**config.mk**
```make
export PLATFORM = sky130hd
export DESIGN_NAME = seg_scan_flat
export DESIGN_NICKNAME = d
export VERILOG_FILES = /design/src/rtl/seg_scan_if.sv /design/src/rtl/seg_scan.sv /design/src/flat_wrapper.sv
export SDC_FILE = /design/constraint.sdc
export NUM_CORES = 1
export LEC_CHECK = 0
export ABC_AREA = 0
export ABC_CLOCK_PERIOD_IN_PS = 3350
export CAP_MARGIN = 20
export CORE_UTILIZATION = 45
export CTS_BUF_LIST = sky130_fd_sc_hd__clkbuf_16
export CTS_CLUSTER_DIAMETER = 50
export DETAILED_ROUTE_END_ITERATION = 7
export HOLD_SLACK_MARGIN = 0.1
export PLACE_DENSITY = 0.65
export SLEW_MARGIN = 20
export SYNTH_ARGS = -nofsm -noshare
export SYNTH_HDL_FRONTEND = slang
export SYNTH_SLANG_ARGS = --single-unit
```
**constraint.sdc**
```tcl
create_clock -name clk -period 3.35 [get_ports clk]
set_clock_uncertainty 0.15 [all_clocks]
set_input_delay 1.005 -clock clk [delete_from_list [all_inputs] [get_ports clk]]
set_output_delay 1.005 -clock clk [all_outputs]
set_load 0.02 [all_outputs]
```
**src/rtl/seg_scan_if.sv**
```systemverilog
// Display-side bundle for seg_scan: scan enable and frame data in, segment/anode drive out.
interface seg_scan_if;
    logic        disp_clk;
    logic [15:0] data;
    logic [3:0]  dp_in;
    logic        data_vld;
    logic [6:0]  seg_n;
    logic        dp_n;
    logic [3:0]  an_n;
    logic        frame_done;

    modport master (
        output disp_clk, data, dp_in, data_vld,
        input  seg_n, dp_n, an_n, frame_done
    );
    modport slave (
        input  disp_clk, data, dp_in, data_vld,
        output seg_n, dp_n, an_n, frame_done
    );
endinterface

```
**src/rtl/seg_scan.sv**
```systemverilog
// Four-digit multiplexed 7-segment scanner: disp_clk rise advances the digit through an
// anode-off guard gap; display data is double-buffered and swapped only at frame start.
module seg_scan_digit #(
    parameter bit LZB = 1'b1,
    parameter int IDX = 0
) (
    input  logic [3:0] nib,
    input  logic       hi_zero,
    output logic [6:0] seg_n
);
    logic [6:0] glyph;

    always_comb begin
        glyph = 7'h7F;
        case (nib)
            4'h0: glyph = 7'h40;
            4'h1: glyph = 7'h79;
            4'h2: glyph = 7'h24;
            4'h3: glyph = 7'h30;
            4'h4: glyph = 7'h19;
            4'h5: glyph = 7'h12;
            4'h6: glyph = 7'h02;
            4'h7: glyph = 7'h78;
            4'h8: glyph = 7'h00;
            4'h9: glyph = 7'h10;
            4'hA: glyph = 7'h08;
            4'hB: glyph = 7'h03;
            4'hC: glyph = 7'h46;
            4'hD: glyph = 7'h21;
            4'hE: glyph = 7'h06;
            4'hF: glyph = 7'h0E;
            default: glyph = 7'h7F;
        endcase
    end

    // Rightmost digit always shows so a zero value never renders fully dark
    assign seg_n = (LZB && (IDX != 0) && hi_zero) ? 7'h7F : glyph;
endmodule

module seg_scan #(
    parameter int unsigned GAP_CYC = 16,
    parameter bit          LZB     = 1'b1
) (
    input logic       clk,
    input logic       rst,
    seg_scan_if.slave bus
);
    localparam int NUM_DIG = 4;

    typedef enum logic [1:0] {IDLE, GAP, SHOW} state_t;

    state_t                   state;
    logic                     disp_q;
    logic                     tick;
    logic [15:0]              pend_data;
    logic [3:0]               pend_dp;
    logic                     pend_full;
    logic [15:0]              shd_data;
    logic [3:0]               shd_dp;
    logic [1:0]               idx;
    logic [1:0]               idx_nxt;
    logic [7:0]               cnt;
    logic                     frame_xfer;
    logic [NUM_DIG-1:0]       hi_zero;
    logic [NUM_DIG-1:0][6:0]  dig_seg;

    assign tick       = bus.disp_clk & ~disp_q;
    assign idx_nxt    = idx + 2'd1;
    assign frame_xfer = tick && (state != GAP) && (idx_nxt == 2'd0) && pend_full;

    for (genvar i = 0; i < NUM_DIG; i++) begin : g_dig
        assign hi_zero[i] = (shd_data[15:4*i] == '0);
        seg_scan_digit #(.LZB(LZB), .IDX(i)) u_dig (
            .nib     (shd_data[4*i +: 4]),
            .hi_zero (hi_zero[i]),
            .seg_n   (dig_seg[i])
        );
    end

    always_ff @(posedge clk or posedge rst) begin
        if (rst) begin
            state          <= IDLE;
            disp_q         <= 1'b0;
            idx            <= 2'd3;
            cnt            <= '0;
            pend_data      <= '0;
            pend_dp        <= '0;
            pend_full      <= 1'b0;
            shd_data       <= '0;
            shd_dp         <= '0;
            bus.an_n       <= 4'hF;
            bus.seg_n      <= 7'h7F;
            bus.dp_n       <= 1'b1;
            bus.frame_done <= 1'b0;
        end else begin
            disp_q         <= bus.disp_clk;
            bus.frame_done <= 1'b0;

            if (frame_xfer) begin
                shd_data       <= pend_data;
                shd_dp         <= pend_dp;
                pend_full      <= 1'b0;
                bus.frame_done <= 1'b1;
            end
            // A strobe coincident with the swap refills pending after shadow took the old value
            if (bus.data_vld) begin
                pend_data <= bus.data;
                pend_dp   <= bus.dp_in;
                pend_full <= 1'b1;
            end

            case (state)
                IDLE, SHOW: begin
                    if (tick) begin
                        state     <= GAP;
                        bus.an_n  <= 4'hF;
                        bus.seg_n <= 7'h7F;
                        bus.dp_n  <= 1'b1;
                        cnt       <= 8'(GAP_CYC - 1);
                        idx       <= idx_nxt;
                    end
                end
                GAP: begin
                    if (cnt == '0) begin
                        state     <= SHOW;
                        bus.an_n  <= ~(4'b0001 << idx);
                        bus.seg_n <= dig_seg[idx];
                        bus.dp_n  <= ~shd_dp[idx];
                    end else begin
                        cnt <= cnt - 8'd1;
                    end
                end
                default: state <= IDLE;
            endcase
        end
    end
endmodule

```
**src/flat_wrapper.sv**
```systemverilog
// flat-port wrapper written by rule: the top's interface ports become plain ports
module seg_scan_flat 
#(
    parameter int unsigned GAP_CYC = 16,
    parameter bit          LZB     = 1'b1
)
  (clk, rst, bus_disp_clk, bus_data, bus_dp_in, bus_data_vld, bus_seg_n, bus_dp_n, bus_an_n, bus_frame_done);
  seg_scan_if bus_i ();
  input logic clk;
  input logic rst;
  input wire logic [$bits(bus_i.disp_clk)-1:0] bus_disp_clk;
  input wire logic [$bits(bus_i.data)-1:0] bus_data;
  input wire logic [$bits(bus_i.dp_in)-1:0] bus_dp_in;
  input wire logic [$bits(bus_i.data_vld)-1:0] bus_data_vld;
  output wire logic [$bits(bus_i.seg_n)-1:0] bus_seg_n;
  output wire logic [$bits(bus_i.dp_n)-1:0] bus_dp_n;
  output wire logic [$bits(bus_i.an_n)-1:0] bus_an_n;
  output wire logic [$bits(bus_i.frame_done)-1:0] bus_frame_done;
  assign bus_i.disp_clk = bus_disp_clk;
  assign bus_i.data = bus_data;
  assign bus_i.dp_in = bus_dp_in;
  assign bus_i.data_vld = bus_data_vld;
  assign bus_seg_n = bus_i.seg_n;
  assign bus_dp_n = bus_i.dp_n;
  assign bus_an_n = bus_i.an_n;
  assign bus_frame_done = bus_i.frame_done;
  seg_scan #(.GAP_CYC(GAP_CYC), .LZB(LZB)) u_core (.clk(clk), .rst(rst), .bus(bus_i));
endmodule
```
Yosys cells after proc, flatten, opt, wreduce, memory -nomap -nowiden
Memory sizes are Yosys's and may differ from the RTL's.
Cells that the tools add are included.
Operators by class
  add/sub/neg operators: 2
  order comparisons: 1
  eq/ne operators: 6
  shift operators: 1
  multiplexer cells: 25
  bitwise gates (word level): 4
  reduce and logical (&&, ||, !) cells: 16
Operators with widths (count)
  $mux W7: 6
  $logic_not A8 Y1: 2
  $mux W8: 2
  $pmux W8 S2: 1
  $bmux W7 S2: 1
  $pmux W7 S2: 1
  $logic_not A12 Y1: 1
  $mux W4: 2
  $pmux W4 S2: 1
  $sub A8 B1 Y8 const B: 1
  $mux W1: 6
  $ne A2 B1 Y1 const B: 3
  $reduce_and A3 Y1: 2
  $logic_not A2 Y1: 2
  $logic_not A4 Y1: 1
  $mux W2: 2
  $not A4 Y4: 1
  $pmux W2 S2: 1
  $reduce_and A2 Y1: 2
  $reduce_bool A2 Y1: 2
  $shl A1 B2 Y4 const A: 1
  $logic_and A1 B1 Y1: 3
  $lt A2 B3 Y1 const B: 1
  $add A2 B1 Y2 const B: 1
  8 further kinds: 9
Storage, ports and cells
  register bits after elaboration: 67
  bits in read-only memories: 448
  output and inout bits: 13
  memories kept: 4
Memories
  (no name shown): words 16, width 7, rd ports 1, clocked after Yosys merged registers in 0, wr ports 0, line seg_scan.sv:15  | case (nib)
  (no name shown): words 16, width 7, rd ports 1, clocked after Yosys merged registers in 0, wr ports 0, line seg_scan.sv:15
  (no name shown): words 16, width 7, rd ports 1, clocked after Yosys merged registers in 0, wr ports 0, line seg_scan.sv:15
  (no name shown): words 16, width 7, rd ports 1, clocked after Yosys merged registers in 0, wr ports 0, line seg_scan.sv:15

Longest topological paths before layout
  depth in word-level cells: 7
  mapped depth: 7
  mapped depth without buffers: 7

Modules after synthesis
From an unflattened synthesis, not the netlist that was laid out.
Second synthesis, totals
  cells, all modules: 361
  area total of the unflattened synthesis: 4166.5 um2
Modules (own cells, without submodules)
  seg_scan: instances 1, cells each 224, area an instance 2994.1 um2, seq. area each 1694.1 um2
  seg_scan_digit at u_core.g_dig[1].u_dig ...: instances 3, cells each 35, area an instance 299.0 um2, seq. area each 0.0 um2
  seg_scan_digit at u_core.g_dig[0].u_dig: instances 1, cells each 32, area an instance 275.3 um2, seq. area each 0.0 um2

Worst setup path before layout
Ideal clock, no wire load.
  kind: input to register
  start: input port bus_disp_clk
  end: register u_core.cnt[4]
  library setup time: 122 ps
  arrival: 2008 ps
  required time: 3078 ps
  setup slack: 1070 ps
  stages on the path: 6
  path through: nor2b_1 -> nor2b_1 -> buf_2 -> o211ai_1 -> xor2_1 -> nor2_1
On the way
  word-level cells in the longest chain between the ends: 3
RTL lines
  from (decl): line flat_wrapper.sv:11  | input wire logic [$bits(bus_i.disp_clk)-1:0] bus_disp_clk;
  $and A1 B1 Y1: line seg_scan.sv:67  | assign tick = bus.disp_clk & ~disp_q;
  $ne A2 B1 Y1 (no line)
  $reduce_and A3 Y1 (no line)
  to (signal assigned): line seg_scan.sv:119  | cnt <= 8'(GAP_CYC - 1);
  to (signal assigned): line seg_scan.sv:130  | cnt <= cnt - 8'd1;
  to (decl): line seg_scan.sv:62  | logic [7:0] cnt;
No other way between the ends.
A chain may end at the register's enable or synchronous reset.

Final worst setup path
  start: register u_core.bus.seg_n[2]
  end: output port bus_seg_n[2]
RTL lines
  from (decl): line seg_scan_if.sv:18  | output seg_n, dp_n, an_n, frame_done
  from (signal assigned): line seg_scan.sv:127  | bus.seg_n <= dig_seg[idx];
  to (decl): line flat_wrapper.sv:15  | output wire logic [$bits(bus_i.seg_n)-1:0] bus_seg_n;
No word-level cell between the ends.

==> impl_table.tex <==
\begin{tabular}{lr}
\hline
Metric & Value \\
\hline
\multicolumn{2}{l}{\textbf{Floorplanning}} \\
Die Footprint & 9230 um2 \\
Placeable Area & 8380 um2 \\
I/O Pins & 37 \\
Vertical die dimension & 96.1 um \\
Number of rows in the core area & 33 \\
Initial cell density of the core & 0.475 \\
Chip Width & 96.1 um \\
\multicolumn{2}{l}{\textbf{Yosys}} \\
Number of distinct library cells after synthesis & 55 \\
Sequential-to-total area share from yosys stat & 0.425 \\
Post-synth EDFFs & 0 \\
Async S/R FF share, synth & 1.00 \\
Seq cells post-synth & 67 \\
Area share of the largest cell type after synthesis & 0.333 \\
Most area-consuming cells after synthesis & sky130\_fd\_sc\_hd\_\_dfrtp\_1, sky130\_fd\_sc\_hd\_\_ha\_1, sky130\_fd\_sc\_hd\_\_dfstp\_2, sky130\_fd\_sc\_hd\_\_mux2\_2, sky130\_fd\_sc\_hd\_\_nand2\_1 \\
Dominant cell type by area after synthesis & sky130\_fd\_sc\_hd\_\_dfrtp\_1 \\
Post-synth top flop & sky130\_fd\_sc\_hd\_\_dfrtp\_1 \\
Synth Net Count & 465 \\
Number of warnings printed during yosys synthesis & 0 \\
Area of the mapped netlist & 3980 um2 \\
Synth Instances & 406 \\
Mean cell area of the mapped netlist & 9.81 um2 \\
\multicolumn{2}{l}{\textbf{Run}} \\
Max-Cap Viols & 0 \\
\multicolumn{2}{l}{\textbf{Clocking}} \\
PostCTS Resize Cnt & 0 \\
Post-CTS repair timing setup buffer count & 0 \\
Clock latency of the later-clocked register in the worst-skew pair & 0.33 ns \\
Number of hold-repair buffers added at the cts stage & 0 \\
CTS tree & built \\
H-tree levels & 3 \\
Clock-pin slew on the worst setup and hold paths & 0.06 ns \\
Max Buffers Root-to-Sink & 2 \\
Clock tree sinks & 67 \\
CTS Root Buffer Type & sky130\_fd\_sc\_hd\_\_clkbuf\_16 \\
TritonCTS Buffers & 9 \\
\multicolumn{2}{l}{\textbf{Power}} \\
Switching Power & 1650 uW \\
Fraction of power consumed by the clock network & 0.239 \\
Logic pwr share & 0.397 \\
Largest voltage drop on the vdd net & 0.390 mV \\
Part of the power in registers & 0.364 \\
Cell Pwr Density & 880 nW/um2 \\
Leakage power of the design & 0.00205 uW \\
Switching Share & 0.395 \\
P\_int & 2520 uW \\
\multicolumn{2}{l}{\textbf{Timing}} \\
Maximum operating frequency & 0.382 GHz \\
Final worst setup slack & 0.735 ns \\
Worst Tran Pin Value & 0.623 ns \\
Final critical-path required period & 2.62 ns \\
Finish-stage setup viols & 0 \\
Relative slew slack & 0.584 \\
Setup repair after global routing missed its margin & no \\
Final Slew Violations & 0 \\
Final period util & 0.781 \\
Final number of hold-violating endpoints & 0 \\
Setup TNS & 0 ns \\
\multicolumn{2}{l}{\textbf{Place}} \\
Quantity of I/O buffers inserted on ports & 36 \\
Total instance count after detailed placement & 529 \\
Post-placement worst setup slack & 0.474 ns \\
Placed wire-length estimate & 5590 um \\
Final RePlAce weighted congestion & 0.801 \\
Post-DP Area & 4420 um2 \\
\multicolumn{2}{l}{\textbf{Critical path}} \\
Endpoint class of the critical path & primary output \\
Type of the setup path with the least slack & reg -> out \\
Required @ worst endpoint & 2.19 ns \\
Peak per-stage delay on the critical path & 0.60 ns \\
End of the worst register-to-register path & u\_core.bus.seg\_n[6]\$\_DFFE\_PP1P\_ \\
First element of the critical path & u\_core.bus.seg\_n[2]\$\_DFFE\_PP1P\_ \\
WP data arrival & 1.46 ns \\
Number of cell instances on the worst register-to-register path & 6 \\
Crit-path cells & clkdlybuf4s50\_1 \\
Crit path max-delay cell type & sky130\_fd\_sc\_hd\_\_clkdlybuf4s50\_1 \\
Capturing instance or port of the critical path & bus\_seg\_n[2] \\
Cell count along the critical path & 1 \\
Startpoint of the worst-slack reg-to-reg timing path & u\_core.cnt[0]\$\_DFFE\_PP0P\_ \\
Crit Path Max Fanout & 2 \\
Register-to-register path setup slack & 1.04 ns \\
CP top delay family & buffers and inverters \\
Type of origin of the critical path & flip-flop \\
Number of buffers and inverters on the critical path & 1 \\
\multicolumn{2}{l}{\textbf{Detailed routing}} \\
WL/cell & 14.5 um \\
Number of remaining DRC errors & 0 \\
First-pass DRT Iterations & 4 \\
First DRT Iteration DRCs & 241 \\
Via count & 2,950 \\
Number of nets with antenna violations after detailed routing & 0 \\
Vias per Instance & 5.41 \\
Wire length reported by the detailed router & 7910 um \\
\multicolumn{2}{l}{\textbf{Global route}} \\
Number of global-route vias before repair & 2,850 \\
Number of antenna violations at the first check in global routing & 0 \\
Total congestion overflow & 0 \\
First-pass GRT wire length & 13,700 um \\
Overall Global Routing Usage & 0.195 \\
Largest net degree at the start of global routing & 56 \\
\multicolumn{2}{l}{\textbf{Cells and area}} \\
Nets & 494 \\
Antenna diode instance count & 0 \\
Area of all placed cells without fillers & 4730 um2 \\
Fraction of final layout cells sized beyond drive strength 1 & 0.155 \\
Area growth from synthesis to final layout & 18.8\% \\
Fin cells & 545 \\
Number of filler cells placed in the layout & 744 \\
\multicolumn{2}{l}{\textbf{Worst hold path}} \\
Worst Hold Class & reg -> reg \\
\multicolumn{2}{l}{\textbf{Outcome}} \\
Result of the run & complete, no violations \\
\hline
\end{tabular}
[worst min-delay path, stage by stage (launching register included)]
cell and delay, ns:
sky130_fd_sc_hd__dfrtp_1 0.34, sky130_fd_sc_hd__nand2_1 0.05, sky130_fd_sc_hd__nand2_1 0.05
[logic make-up (layout without fill, tap and decap cells)]
group	Yosys count	in the layout	share of synthesized area
fa+ha+maj	35	35	0.110
simple gates	124	124	0.155
flops	67	67	0.425
mux	28	28	0.0839
buf+inv	44	78	0.0462
xor+xnor	7	7	0.0154
compound gates	101	101	0.165
[stage by stage]
stage / total power, uW / utilization / hold slack, ns
2_1_floorplan: 2710 / - / 0.285
3_3_place_gp: 3140 / 0.527 / 0.301
3_5_place_dp: 3170 / 0.527 / 0.306
4_1_cts: 4190 / 0.565 / 0.315
5_1_grt: 4520 / 0.565 / 0.354
6_report: 4160 / 0.565 / 0.306
[layout by cell type (no fill, tap or decap), types with 2 or more instances in the layout]
master                            instances
sky130_fd_sc_hd__a32oi_1                  2
sky130_fd_sc_hd__buf_4                    3
sky130_fd_sc_hd__nor2b_1                  8
sky130_fd_sc_hd__o21ai_0                 14
sky130_fd_sc_hd__inv_2                    4
sky130_fd_sc_hd__nand4_1                  2
sky130_fd_sc_hd__mux2_2                  20
sky130_fd_sc_hd__a21oi_1                 16
sky130_fd_sc_hd__o211ai_1                12
sky130_fd_sc_hd__a31oi_1                  8
sky130_fd_sc_hd__o311ai_1                 2
sky130_fd_sc_hd__a211o_1                  2
sky130_fd_sc_hd__dfstp_2                 14
sky130_fd_sc_hd__and3_1                   4
sky130_fd_sc_hd__o21ai_1                 25
sky130_fd_sc_hd__clkdlybuf4s50_1         36
sky130_fd_sc_hd__nand2_1                 54
sky130_fd_sc_hd__clkinv_2                 2
sky130_fd_sc_hd__o2111ai_1                3
sky130_fd_sc_hd__ha_1                    35
sky130_fd_sc_hd__bufinv_16                2
sky130_fd_sc_hd__xor2_1                   6
sky130_fd_sc_hd__mux2i_1                  3
sky130_fd_sc_hd__clkbuf_16                9
sky130_fd_sc_hd__nand2b_1                 7
sky130_fd_sc_hd__inv_1                   18
sky130_fd_sc_hd__nand3_1                 14
sky130_fd_sc_hd__nor3b_1                  3
sky130_fd_sc_hd__a31oi_2                  2
sky130_fd_sc_hd__nor2_1                  17
sky130_fd_sc_hd__mux4_2                   2
sky130_fd_sc_hd__mux2_1                   3
sky130_fd_sc_hd__nor3_1                   6
sky130_fd_sc_hd__dfrtp_1                 53
sky130_fd_sc_hd__or2_1                    3
[cell usage after synthesis (all sizes together), types with 2 or more instances]
cell     count
inv         22
a21oi       16
a32oi        2
a31oi       10
mux4         2
xor2         6
o311ai       3
dfstp       14
nand4        2
and3         5
nand3       15
o2111ai      3
a211o        2
nor2        18
dfrtp       53
buf         10
clkbuf      12
or2          3
a31o         2
nor3         6
mux2        23
nor2b        8
ha          35
o21ai       39
nor3b        3
nand2b       7
mux2i        3
nand2       54
o211ai      12
nor4         2
[layout make-up]
type                            instances  area, um2  share of cell area
Multi-Input combinational cell        295       2100               0.445
Inverter                               22       82.6              0.0175
Tap cell                              105        131              0.0278
Sequential cell                        67       1690               0.358
Clock inverter                          7       91.3              0.0193
Timing Repair Buffer                   40        403              0.0851
Clock buffer                            9        225              0.0476
[worst min-delay path by stage]
stage | slack, ns | depth (start not counted) | end | startpoint
floorplan | 0.28 | 2 | u_core.shd_data[11]$_DFFE_PP0P_ | u_core.pend_data[11]$_DFFE_PP0P_
global placement | 0.30 | 2 | u_core.shd_data[11]$_DFFE_PP0P_ | u_core.pend_data[11]$_DFFE_PP0P_
detailed placement | 0.31 | 2 | u_core.shd_data[11]$_DFFE_PP0P_ | u_core.pend_data[11]$_DFFE_PP0P_
CTS | 0.31 | 2 | u_core.shd_dp[2]$_DFFE_PP0P_ | u_core.pend_dp[2]$_DFFE_PP0P_
global route | 0.35 | 2 | u_core.shd_data[11]$_DFFE_PP0P_ | u_core.pend_data[11]$_DFFE_PP0P_
finish | 0.31 | 2 | u_core.shd_dp[2]$_DFFE_PP0P_ | u_core.pend_dp[2]$_DFFE_PP0P_
[metal layers]
| layer | vias to the layer above | wire length (um) | track usage |
|---|---|---|---|
| li1 | 1491 | - | - |
| met1 | 1393 | 4080 | 0.281 |
| met2 | 60 | 3490 | 0.283 |
| met3 | 6 | 261 | 0.0403 |
| met4 | 0 | 72 | 0.0784 |
| met5 | - | 0 | 0 |
[flip-flops by register name, summed over array words and instances (netlist names)]
name and count:
u_core.bus.an_n 4, u_core.bus.dp_n 1, u_core.bus.frame_done 1, u_core.bus.seg_n 7, u_core.cnt 8, u_core.disp_q 1
u_core.idx 2, u_core.pend_data 16, u_core.pend_dp 4, u_core.pend_full 1, u_core.shd_data 16, u_core.shd_dp 4
u_core.state 2
[power by group through the flow]
stage	Clock (uW)	Combinational (uW)	Sequential, uW
3_5_place_dp	0	1650	1530
4_1_cts	1020	1660	1510
6_report	993	1650	1520
5_1_grt	1060	1880	1580
3_3_place_gp	0	1620	1520
2_1_floorplan	0	1350	1360
(Power assumes the default switching activity.)
